**config.mk**
```make
export PLATFORM = sky130hd
export DESIGN_NAME = dmem_arbiter
export DESIGN_NICKNAME = d
export VERILOG_FILES = /design/src/rtl/dmem_pkg.sv /design/src/rtl/rr_arbiter.sv /design/src/rtl/dmem_arbiter.sv
export SDC_FILE = /design/constraint.sdc
export NUM_CORES = 1
export LEC_CHECK = 0
export CORE_ASPECT_RATIO = 2
export CORE_MARGIN = 3
export CORE_UTILIZATION = 45
export CTS_CLUSTER_SIZE = 24
export DETAILED_ROUTE_END_ITERATION = 7
export MAX_ROUTING_LAYER = met4
export PLACE_DENSITY = 0.76
export REMOVE_ABC_BUFFERS = 1
export SETUP_SLACK_MARGIN = 0.02
export SLEW_MARGIN = 20
export SYNTH_ARGS = -nofsm -noshare
export SYNTH_HDL_FRONTEND = slang
export SYNTH_SLANG_ARGS = --single-unit
```
**constraint.sdc**
```tcl
create_clock -name Clk -period 9.57 [get_ports Clk]
set_input_delay 2.871 -clock Clk [delete_from_list [all_inputs] [get_ports Clk]]
set_output_delay 2.871 -clock Clk [all_outputs]
set_load 0.01 [all_outputs]
```
**src/rtl/dmem_pkg.sv**
```systemverilog
// dmem_pkg: shared definitions for the data-memory arbiter.
//   state_t      - arbiter FSM state encoding
//   DEF_*        - default parameter values for dmem_arbiter
package dmem_pkg;

    typedef enum logic [1:0] {
        IDLE  = 2'd0,
        ISSUE = 2'd1,
        WAIT  = 2'd2,
        DONE  = 2'd3
    } state_t;

    localparam int DEF_WIDTH   = 8;
    localparam int DEF_NCORES  = 4;
    localparam int DEF_MEM_LAT = 2;

endpackage

```
**src/rtl/rr_arbiter.sv**
```systemverilog
// rr_arbiter: combinational round-robin picker.
//   req       in  NCORES  request vector
//   rr_ptr    in  IDXW    index with highest priority this round
//   grant     out NCORES  one-hot grant (all zero when no request)
//   grant_idx out IDXW    index of the granted requester
module rr_arbiter #(
    parameter int NCORES = 4,
    parameter int IDXW   = $clog2(NCORES)
) (
    input  logic [NCORES-1:0] req,
    input  logic [IDXW-1:0]   rr_ptr,
    output logic [NCORES-1:0] grant,
    output logic [IDXW-1:0]   grant_idx
);

    int   idx;
    logic found;

    // Walk the cores starting at rr_ptr, wrapping; first requester wins.
    always_comb begin
        grant     = '0;
        grant_idx = '0;
        found     = 1'b0;
        idx       = 0;
        for (int k = 0; k < NCORES; k++) begin
            idx = int'(rr_ptr) + k;
            if (idx >= NCORES) idx = idx - NCORES;
            if (!found && req[idx]) begin
                found      = 1'b1;
                grant[idx] = 1'b1;
                grant_idx  = IDXW'(idx);
            end
        end
    end

endmodule

```
**src/rtl/dmem_arbiter.sv**
```systemverilog
// dmem_arbiter: shares one DRAM port among NCORES cores, one access at a time.
// Reads from several cores to the same address in the same cycle are merged
// into a single DRAM read; writes are always served one core at a time.
//   Clk, rstn         clock, synchronous active-low reset
//   AR, DR            per-core address / write data, core i at [i*WIDTH +: WIDTH]
//   mread_en_c        per-core read request (level, held until memAV)
//   mwrite_en_c       per-core write request (level, held until memAV)
//   MEM               DRAM read data
//   Addrs, Wdata      DRAM address / write data
//   mread_en/mwrite_en DRAM strobes, high for the single ISSUE cycle
//   MEM_C             per-core read data, held between completions
//   memAV             per-core completion pulse (DONE cycle)
module dmem_arbiter
    import dmem_pkg::*;
#(
    parameter int WIDTH   = DEF_WIDTH,
    parameter int NCORES  = DEF_NCORES,
    parameter int MEM_LAT = DEF_MEM_LAT
) (
    input  logic                     Clk,
    input  logic                     rstn,
    input  logic [NCORES*WIDTH-1:0]  AR,
    input  logic [NCORES*WIDTH-1:0]  DR,
    input  logic [NCORES-1:0]        mread_en_c,
    input  logic [NCORES-1:0]        mwrite_en_c,
    input  logic [WIDTH-1:0]         MEM,
    output logic [WIDTH-1:0]         Addrs,
    output logic [WIDTH-1:0]         Wdata,
    output logic                     mread_en,
    output logic                     mwrite_en,
    output logic [NCORES*WIDTH-1:0]  MEM_C,
    output logic [NCORES-1:0]        memAV
);

    localparam int IDXW = $clog2(NCORES);
    localparam int CW   = $clog2(MEM_LAT + 1);

    state_t state, state_nx;

    logic [IDXW-1:0]   rr_ptr;
    logic [IDXW-1:0]   gidx_q;
    logic [CW-1:0]     cnt;
    logic [NCORES-1:0] grp_q;
    logic              op_wr_q;
    logic [WIDTH-1:0]  addr_q;
    logic [WIDTH-1:0]  wdata_q;
    logic [NCORES*WIDTH-1:0] mem_c_q;

    logic [NCORES-1:0] req;
    logic [NCORES-1:0] rd_only;
    logic [NCORES-1:0] grant;
    logic [IDXW-1:0]   grant_idx;
    logic [NCORES-1:0] addr_hit;
    logic [NCORES-1:0] grp_nx;
    logic [WIDTH-1:0]  ar_a [NCORES];
    logic [WIDTH-1:0]  dr_a [NCORES];
    logic [WIDTH-1:0]  gaddr;
    logic              g_wr;

    // A core with both strobes up counts as a writer, so it never joins a read group.
    assign req     = mread_en_c | mwrite_en_c;
    assign rd_only = mread_en_c & ~mwrite_en_c;

    rr_arbiter #(
        .NCORES (NCORES),
        .IDXW   (IDXW)
    ) u_rr (
        .req       (req),
        .rr_ptr    (rr_ptr),
        .grant     (grant),
        .grant_idx (grant_idx)
    );

    assign gaddr = ar_a[grant_idx];
    assign g_wr  = mwrite_en_c[grant_idx];

    for (genvar i = 0; i < NCORES; i++) begin : g_core
        assign ar_a[i]     = AR[i*WIDTH +: WIDTH];
        assign dr_a[i]     = DR[i*WIDTH +: WIDTH];
        assign addr_hit[i] = (ar_a[i] == gaddr);
    end

    // Read group: every read-only requester on the granted address (includes the winner).
    assign grp_nx = g_wr ? grant : (rd_only & addr_hit);

    // FSM state register
    always_ff @(posedge Clk) begin
        if (!rstn) state <= IDLE;
        else       state <= state_nx;
    end

    // FSM next state
    always_comb begin
        state_nx = state;
        case (state)
            IDLE:    if (|req) state_nx = ISSUE;
            ISSUE:   state_nx = WAIT;
            WAIT:    if (cnt == '0) state_nx = DONE;
            DONE:    state_nx = IDLE;
            default: state_nx = IDLE;
        endcase
    end

    // Datapath: latched request, latency counter, round-robin pointer, read data
    always_ff @(posedge Clk) begin
        if (!rstn) begin
            rr_ptr  <= '0;
            gidx_q  <= '0;
            cnt     <= '0;
            grp_q   <= '0;
            op_wr_q <= 1'b0;
            addr_q  <= '0;
            wdata_q <= '0;
            mem_c_q <= '0;
        end else begin
            case (state)
                IDLE: begin
                    if (|req) begin
                        gidx_q  <= grant_idx;
                        addr_q  <= gaddr;
                        wdata_q <= dr_a[grant_idx];
                        op_wr_q <= g_wr;
                        grp_q   <= grp_nx;
                    end
                end
                ISSUE: cnt <= CW'(MEM_LAT - 1);
                WAIT: begin
                    if (cnt != '0) begin
                        cnt <= cnt - CW'(1);
                    end else if (!op_wr_q) begin
                        // last WAIT edge: DRAM data is valid now
                        for (int i = 0; i < NCORES; i++) begin
                            if (grp_q[i]) mem_c_q[i*WIDTH +: WIDTH] <= MEM;
                        end
                    end
                end
                DONE: rr_ptr <= (gidx_q == IDXW'(NCORES - 1)) ? '0 : gidx_q + IDXW'(1);
                default: ;
            endcase
        end
    end

    assign Addrs     = addr_q;
    assign Wdata     = wdata_q;
    assign mread_en  = (state == ISSUE) && !op_wr_q;
    assign mwrite_en = (state == ISSUE) &&  op_wr_q;
    assign memAV     = (state == DONE) ? grp_q : '0;
    assign MEM_C     = mem_c_q;

endmodule

```
==> key figures <==
Worst setup path
  – CP required: approximately 9.8 ns
  – Worst reg2reg path depth: 10
  – FF-to-FF End: grp_q[0]
  – Worst setup path category: primary input to flop
  – R2r setup slk: ~5.7 ns
  – Arr. time, crit path: approximately 6 ns
  – End of the critical path: grp_q[1]
  – CP Launch Point: mwrite_en_c[3]
  – Worst-path maximum fanout: 30
  – Critical path endpoint category: flop
  – Crit start category: primary input
  – RR Startpoint: rr_ptr[1]

Logic synthesis
  – Async SR Flop Fraction: 0
  – Distinct cells, synth: 71
  – Avg Synthesized Cell Area: between 7 and 8 um2
  – Sequential share of the synthesized area: 0.249
  – Yosys top cell by area: dfxtp_1
  – Synth top area cells: dfxtp_1 (25%), nand2_1 (12%), a21boi_0 (7.7%)
  – Synthesis Warnings: 0
  – Post-synth EDFFs: 0
  – #FFs+latches synth: 61
  – Cell Area, Synth: a little under 0.005 mm2
  – Gate Count Post-Synth: about 680
  – Synth Flop Type: dfxtp_1
  – Yosys top cell area share: 0.249

STA
  – Setup violators final: 0
  – Fmax: ~170 MHz
  – Final period utilization: 0.605
  – Slew margin rel.: 0.372
  – Final slew viol count: 0
  – Final hold slack: approximately 0.46 ns
  – RSZ-0062 raised after global routing: no
  – Final Hold Viols: 0
  – Clock Skew: between 0.005 and 0.006 ns
  – Post-route setup slack: 3.78 ns
  – Tmin final: between 5 and 6 ns
  – Worst-Margin Slew: between 0.9 and 1 ns
  – Setup TNS: 0 ns

Drt
  – Detailed Route WL: 18000 um
  – Vias: between 5000 and 6000
  – Post-route ant nets: 0
  – WL/cell: ~20 um
  – DRC viols: 0
  – Vias per cell: around 5.9
  – First-iteration detailed-routing DRC count: between 200 and 300
  – DR pass1 iterations: 5

Placed design
  – GP Congestion: between 1 and 1.5
  – Input/output buffers: ~140
  – Hpwl dp: between 10000 and 15000 um
  – Dpl ws: ~3.5 ns
  – Placed standard-cell area: around 0.0062 mm2

Floorplan
  – Die width: approximately 80 um
  – DIE AREA: 0.0123 mm2
  – Floorplan row count: between 50 and 60
  – Chip Height: roughly 150 um
  – I/O pins: approximately 140
  – Core area: roughly 0.011 mm2
  – Initial Utilization: 0.465

Clock network
  – Reg clk slew, reported paths: approximately 0.06 ns
  – Root buf cell: clkbuf_16
  – Post-CTS Resized: 0
  – Clk buf depth: 2
  – Hold_buf cts: 0
  – Clock sink count: 61
  – Htree depth: 3
  – Post-CTS Setup Bufs: 0
  – CTS tree: yes
  – Clk Latency, worst-skew pair: about 0.33 ns
  – TritonCTS Buffers: 9

Job
  – Max-cap check violation count: 0

Power and ir drop
  – Leak: 2.43 nW
  – Overall power: 1.17 mW
  – Worst vdd ir: between 0.1 and 0.15 mV
  – Power density cells: approximately 180 mW/mm2

GRT
  – First-pass GRT wire length: 27500 um
  – Vias in the first global route: between 5000 and 6000
  – Initial antenna violation count: 0
  – Grt ovf: 0
  – Largest net degree at the start of global routing: 58
  – Gr usage total: 0.299

Cells and area
  – Fin area: ~0.0065 mm2
  – Share of cells above drive strength 1: 0.0600
  – Fin nets: around 880
  – Synth-to-layout area growth: 32.8%
  – N_diodes: 0

Hold path
  – Hold Path Class: flop to flop

Run status
  – Status: completed
==> layer usage <==
metal  vias up  global-route usage  part of all wire
li1       2587                   -                 -
met1      2539               0.272              0.33
met2       238               0.576              0.57
met3        56              0.0387             0.051
met4         0               0.160             0.055
met5         -                   -                 0
==> where the power goes <==
| group | switching, mW | internal [mW] | total (mW) |
|---|---|---|---|
| sequential | 0.0304 | 0.300 | 0.330 |
| clock | 0.125 | 0.176 | 0.301 |
| combinational | 0.317 | 0.224 | 0.541 |
| total | 0.472 | 0.699 | 1.17 |
==> per-stage QoR <==
stage	utilization	cells
5_1_grt	0.617	920
2_1_floorplan	-	627
4_1_cts	0.617	920
3_3_place_gp	0.591	904
3_5_place_dp	0.591	904
6_report	0.617	920
==> sequential cells by signal (all words and copies together), names as in the netlist <==
name	cells
state	2
rr_ptr	2
Addrs	8
cnt	2
grp_q	4
Wdata	8
gidx_q	2
op_wr_q	1
MEM_C	32
==> final cells by class <==
type | count | area [um2]
multi-input combinational | 542 | 3370
clock buffer | 9 | 225
clock inverter | 7 | 50.0
sequential | 61 | 1220
inverter | 24 | 90.1
fill | 962 | 4030
tap | 137 | 171
timing repair buffer | 140 | 1380
==> layout by cell type (no fill, tap or decap), types with 10 or more instances in the layout <==
| cell | n |
|---|---|
| and2_1 | 19 |
| nand2b_1 | 13 |
| nor2b_1 | 10 |
| xnor2_1 | 19 |
| ha_1 | 15 |
| nor2_1 | 39 |
| o21ai_0 | 14 |
| a21boi_0 | 50 |
| inv_1 | 24 |
| nand2_1 | 154 |
| o211ai_1 | 13 |
| nor3_1 | 14 |
| a21oi_1 | 13 |
| clkdlybuf4s50_1 | 134 |
| dfxtp_1 | 61 |
| nand3_1 | 37 |
==> kinds of logic after synthesis <==
kind of cell             count (synthesis)  share of synthesized area
AO/OA/AOI/OAI                          171                      0.275
XOR/XNOR                                28                     0.0500
adder cells (fa/ha/maj)                 15                     0.0383
buffers and inverters                   72                     0.0648
flip-flops                              61                      0.249
multiplexers                             7                     0.0143
AND/OR/NAND/NOR                        321                      0.308
==> worst max-delay path, stage by stage <==
cell             delay, ns
clkdlybuf4s50_1       0.62
nor4bb_1              0.11
nor4_2                0.67
o32ai_2               0.31
nor2_4                0.71
o211ai_1              0.29
a41oi_1               0.29
o41ai_1               0.10
==> synth_stat cells (all sizes together), types with 3 or more instances <==
cell type  count
o21a           4
or2            6
nand2b        13
o21ai         16
nor2          40
nor2b         10
and3           5
nor3          14
a22o           5
inv           24
a211oi         8
a21boi        51
and2          19
o311ai         3
o31ai          6
a21o           3
a21oi         13
dfxtp         61
o2111ai        9
xor2           9
o211a          7
ha            15
a31o           3
o221ai         5
or3            5
o211ai        13
buf           17
nand2        155
mux2i          7
nand3         37
nand4          3
nor4           6
a32o           3
clkbuf        31
xnor2         19
a41oi          3
nor3b          4
==> worst min-delay path by stage <==
stage	start	endpoint	slack [ns]	cells past startpoint
CTS	Addrs[1]	Addrs[1]	0.46	2
global route	Addrs[1]	Addrs[1]	0.47	2
floorplan	gidx_q[1]	gidx_q[1]	0.45	2
global placement	Addrs[1]	Addrs[1]	0.44	2
detailed placement	Addrs[1]	Addrs[1]	0.45	2
finish	Addrs[1]	Addrs[1]	0.46	2
Note: power is estimated with default switching activity, not from simulation.
==> edit 1: new RTL, config.mk and constraints unchanged <==
Reset style: asynchronous (`rstn`), changed in 2 clocked blocks. Comments in the files are not updated.
--- a/src/rtl/dmem_arbiter.sv
+++ b/src/rtl/dmem_arbiter.sv
@@ -84,7 +84,7 @@
     assign grp_nx = g_wr ? grant : (rd_only & addr_hit);
 
     // FSM state register
-    always_ff @(posedge Clk) begin
+    always_ff @(posedge Clk or negedge rstn) begin
         if (!rstn) state <= IDLE;
         else       state <= state_nx;
     end
@@ -102,7 +102,7 @@
     end
 
     // Datapath: latched request, latency counter, round-robin pointer, read data
-    always_ff @(posedge Clk) begin
+    always_ff @(posedge Clk or negedge rstn) begin
         if (!rstn) begin
             rr_ptr  <= '0;
             gidx_q  <= '0;
Check against the original RTL: differs if rstn is asserted again (counterexample within 4 cycles, from zero or initial values and one cycle with rstn low); with rstn held inactive, the same outputs for 4 cycles.
==> edit 1 against the unedited design <==
Clock skew hardly changed. Count of clock-buffer cells in the layout stayed put. Total power is 61% higher. Register-to-register slack worse by 0.16 ns. Critical endpoint is now grp_q[1]. Via count is 19% lower. Wire length is 20% lower. Non-clock buffer count stayed put. Synthesized area is 8.2% lower. Final area is 4.0% lower. Worst setup slack worse by 0.19 ns. Sequential share of layout area is 5.7 points higher. Maximum frequency is 3.1% lower. Sequential cell count stayed put. Sequential power is 45% higher.
==> edit 1: results (changes against the unedited design) <==
metric;value;unit;change
grt_pass1_wl;22700;um;-17%
ys_types;63;;-11%
p_leak;2.64;nW;+8.9%
seq_area_frac_synth;0.339;;+0.0903
finalWirelength;14300;um;-20%
ir_worst_vdd;0.000152;V;+35%
path_max_fanout;24;;-20%
synthTopCellsByArea;dfrtp_1, mux2_2, nand2_1, ha_1, xor2_1;;
slew_headroom;0.483;;+0.111
drt-initial-drc-count;266;;-8.9%
fin_skew;0.00557;ns;+0.0000960 ns
synthAdderAreaFrac;0.0417;;+0.00344
final_nets;739;;-16%
viasPerCell;5.62;;-4.6%
clockRootBuffer;clkbuf_16;;
n_antenna_cell;0;;unchanged
clock_latency;0.33;ns;about the same
synth_xor_area_frac;0.0623;;+0.0123
synthMuxAreaShare;0.122;;+0.108
cts_buffers;9;;unchanged
grt_pass1_vias;4504;;-15%
grt_max_degree;62;;+6.9%
async_flop_share;1.00;;+1.00
pre_cts_ws;3.31;ns;-0.152 ns
synth_common_cells;nand2_1, dfrtp_1, mux2_2;;
cts_setup_buffers;0;;unchanged
arrival;6.22;ns;+0.25 ns
dp.final_hpwl;11300;um;-20%
status;completed;;
gp_congestion;0.949;;-6.0%
synth_compound_area_frac;0.167;;-0.108
drive_above_1_share;0.125;;+0.0652
ys.flop_type;dfrtp_1;;
track_usage;0.263;;-0.0366
largest_reg_flops;32;;unchanged
[edit 1: metrics by stage]
stage / area [um2] / util / hold slack (ns) / power, mW / std cells
after global placement: 5920 / 0.607 / 0.459 / 1.51 / 763
after detailed placement: 5920 / 0.607 / 0.471 / 1.54 / 763
after CTS: 6250 / 0.640 / 0.483 / 1.89 / 779
after floorplan: 4360 / - / 0.454 / 1.07 / 491
after global routing: 6250 / 0.640 / 0.515 / 2.02 / 779
final: 6250 / 0.640 / 0.478 / 1.89 / 779
[edit 1: worst max-delay path, cell delays in order]
cell             delay, ns
clkdlybuf4s50_1       0.52
or4_1                 0.63
nor3_1                0.48
o41a_1                0.55
buf_4                 0.37
mux2i_1               0.17
a221oi_2              0.30
a31oi_1               0.13
o31ai_2               0.18
[edit 1: final cells by class]
class	count	area (um2)
Tap cell	132	165
Sequential cell	61	1530
Timing Repair Buffer	140	1380
Clock buffer	9	225
Inverter	24	90.1
Multi-Input combinational cell	406	2760
Fill cell	853	3510
Clock inverter	7	97.6
[edit 1: report_power, final]
part           switching (mW)  internal, mW
Combinational           0.551         0.509
Clock                   0.119         0.228
Sequential             0.0899         0.387
[edit 1: per-layer routing]
metal  global-route usage  wire, um  vias up
met1                0.245      4800     2106
met5                    -         0        -
met4                0.133       614        0
met3               0.0280       489       36
met2                0.514      8410      151
li1                     -         -     2087
[edit 1: kinds of logic after synthesis]
family,Yosys count
simple gates,206
compound gates,105
flops,61
buf+inv,55
mux,48
xor+xnor,32
fa+ha+maj,15
[edit 1: worst paths after layout]
| check | start | endpoint | slack (ns) | depth (start not counted) |
|---|---|---|---|---|
| setup / recovery | mwrite_en_c[0] | grp_q[1] | 3.59 | 9 |
| hold / removal | Addrs[7] | Addrs[7] | 0.48 | 2 |
| setup reg to reg | rr_ptr[0] | grp_q[1] | 5.50 | 11 |
| hold reg to reg | Addrs[7] | Addrs[7] | 0.48 | 2 |
| max in group asynchronous | rstn | Addrs[7] | 6.36 | 2 |
| min in group asynchronous | rstn | MEM_C[12] | 2.70 | 2 |
==> edit 2: new RTL, same flow settings <==
Made on the original files. `DEF_WIDTH`: 8 -> 6.
--- a/src/rtl/dmem_pkg.sv
+++ b/src/rtl/dmem_pkg.sv
@@ -10,7 +10,7 @@
         DONE  = 2'd3
     } state_t;
 
-    localparam int DEF_WIDTH   = 8;
+    localparam int DEF_WIDTH   = 6;
     localparam int DEF_NCORES  = 4;
     localparam int DEF_MEM_LAT = 2;
 
Ports: changed (6 resized); port bits go from 136 to 106. No check against the original RTL was run, so the function may have changed too.
==> edit 2 against the unedited design <==
Critical path depth rose by 2. Wire length fell by 37%. Worst setup slack improved by 0.29 ns. Clock power fell by 25%. Combinational power fell by 32%. Via count fell by 31%. Sequential cell count fell by 12. Total power fell by 27%. Final area fell by 27%. Synthesized cell count fell by 32%. Synthesized area fell by 28%. Clock skew fell by 0.00093 ns.
==> edit 2: results (changes against the unedited design) <==
metric;value;unit;change
slew_headroom;0.308;;-0.0648
largest_reg_flops;24;;-25%
clock_latency;0.29;ns;-0.04 ns
track_usage;0.264;;-0.0351
detailed_place.area;4580;um2;-27%
cts_buffers;5;;-4
grt_pass1_wl;17600;um;-36%
drt-initial-drc-count;228;;-22%
path_max_fanout;39;;+30%
firstDrtPassIters;4;;-1
async_flop_share;0;;unchanged
viasPerCell;5.87;;-0.41%
clk_pin_slew;0.07;ns;
antenna_found_initial;0;;unchanged
hold_class;flop to flop;;
ys_warn_count;0;;unchanged
p_leak;1.70;nW;-30%
synthTopCellsByArea;dfxtp_1, a21oi_1, nand2_1, mux2i_1, ha_1;;
cpLargestDelayFamily;compound AO/OA/AOI/OAI gates;;
seq_area_frac_synth;0.280;;+0.0306
grt_max_degree;40;;-31%
clockBufferDepth;2;;unchanged
synth_common_cells;nand2_1, a21oi_1, dfxtp_1;;
fin_skew;0.00455;ns;-0.000926 ns
status;completed;;
ys_types;51;;-28%
crit_path_top_delay_cell;clkdlybuf4s50_1;;
synth_edf_count;0;;unchanged
numPortBuffers;105;;-22%
gp_congestion;0.967;;-4.2%
max_stage_delay;0.49;ns;-0.22 ns
n_antenna_cell;0;;unchanged
cts_setup_buffers;0;;unchanged
dp.final_hpwl;8870;um;-37%
ir_worst_vdd;0.0000896;V;-20%
grt_pass1_vias;3659;;-31%
drive_above_1_share;0.0474;;-0.0126
clockRootBuffer;clkbuf_16;;
ys.flop_type;dfxtp_1;;
finalWirelength;11400;um;-37%
cts.htree.levels;2;;-1
cts_resized;0;;unchanged
final_nets;626;;-28%
edit 2: changes by cell type after synthesis, moves of 7 or more:
cell,unedited run,this run
nand2_1,154,61
a21boi_0,50,3
a21oi_1,13,57
clkbuf_1,31,17
mux2i_1,7,20
dfxtp_1,61,49
a211oi_1,8,19
inv_1,24,13
o211ai_1,13,2
nand2b_1,13,4
nor3_1,14,6
and2_1,19,12
nor2_1,39,32
edit 2: final timing paths:
kind	from	end	slack, ns	cells past startpoint
setup reg to reg	rr_ptr[0]	grp_q[2]	5.48	11
hold / removal	MEM_C[8]	MEM_C[8]	0.45	2
hold reg to reg	MEM_C[8]	MEM_C[8]	0.45	2
setup / recovery	mread_en_c[3]	grp_q[2]	4.06	10
edit 2: stage by stage:
stage,worst slack [ns],instances
floorplan,2.90,432
global placement,3.79,632
detailed placement,3.77,632
CTS,4.08,640
global route,3.87,640
finish,4.06,640
edit 2: cell families (layout without fill, tap and decap cells):
kind of cell,count (synthesis),in the layout,share of synthesized area
simple gates,176,176,0.238
compound gates,123,123,0.226
flops,49,49,0.280
buf+inv,42,130,0.0496
xor+xnor,29,29,0.0725
mux,26,26,0.0803
fa+ha+maj,15,15,0.0535
edit 2: power by group:
| group | switching (mW) | internal (mW) | leakage (nW) |
|---|---|---|---|
| Sequential | 0.0298 | 0.236 | 0.399 |
| Combinational | 0.209 | 0.158 | 1.21 |
| Clock | 0.0767 | 0.149 | 0.0938 |
| Total | 0.316 | 0.543 | 1.70 |
edit 2: final cells by class:
class | count | area, um2
Clock buffer | 5 | 125
Clock inverter | 3 | 65.1
Fill cell | 708 | 2670
Inverter | 14 | 52.6
Multi-Input combinational cell | 369 | 2350
Sequential cell | 49 | 981
Tap cell | 92 | 115
Timing Repair Buffer | 108 | 1070
edit 2: worst min-delay path, delay by kind of cell, from the launching register on:
family / cells / cell delay (ns)
and+or+nand+nor: 1 / 0.05
DFF: 1 / 0.31
AOI/OAI and AO/OA: 1 / 0.05
edit 2: metal layers:
layer,vias to the layer above,global-route usage,wire [um]
met5,-,-,0
met2,154,0.477,6190
met3,43,0.0359,525
met4,0,0.156,724
met1,1746,0.255,3960
li1,1812,-,-
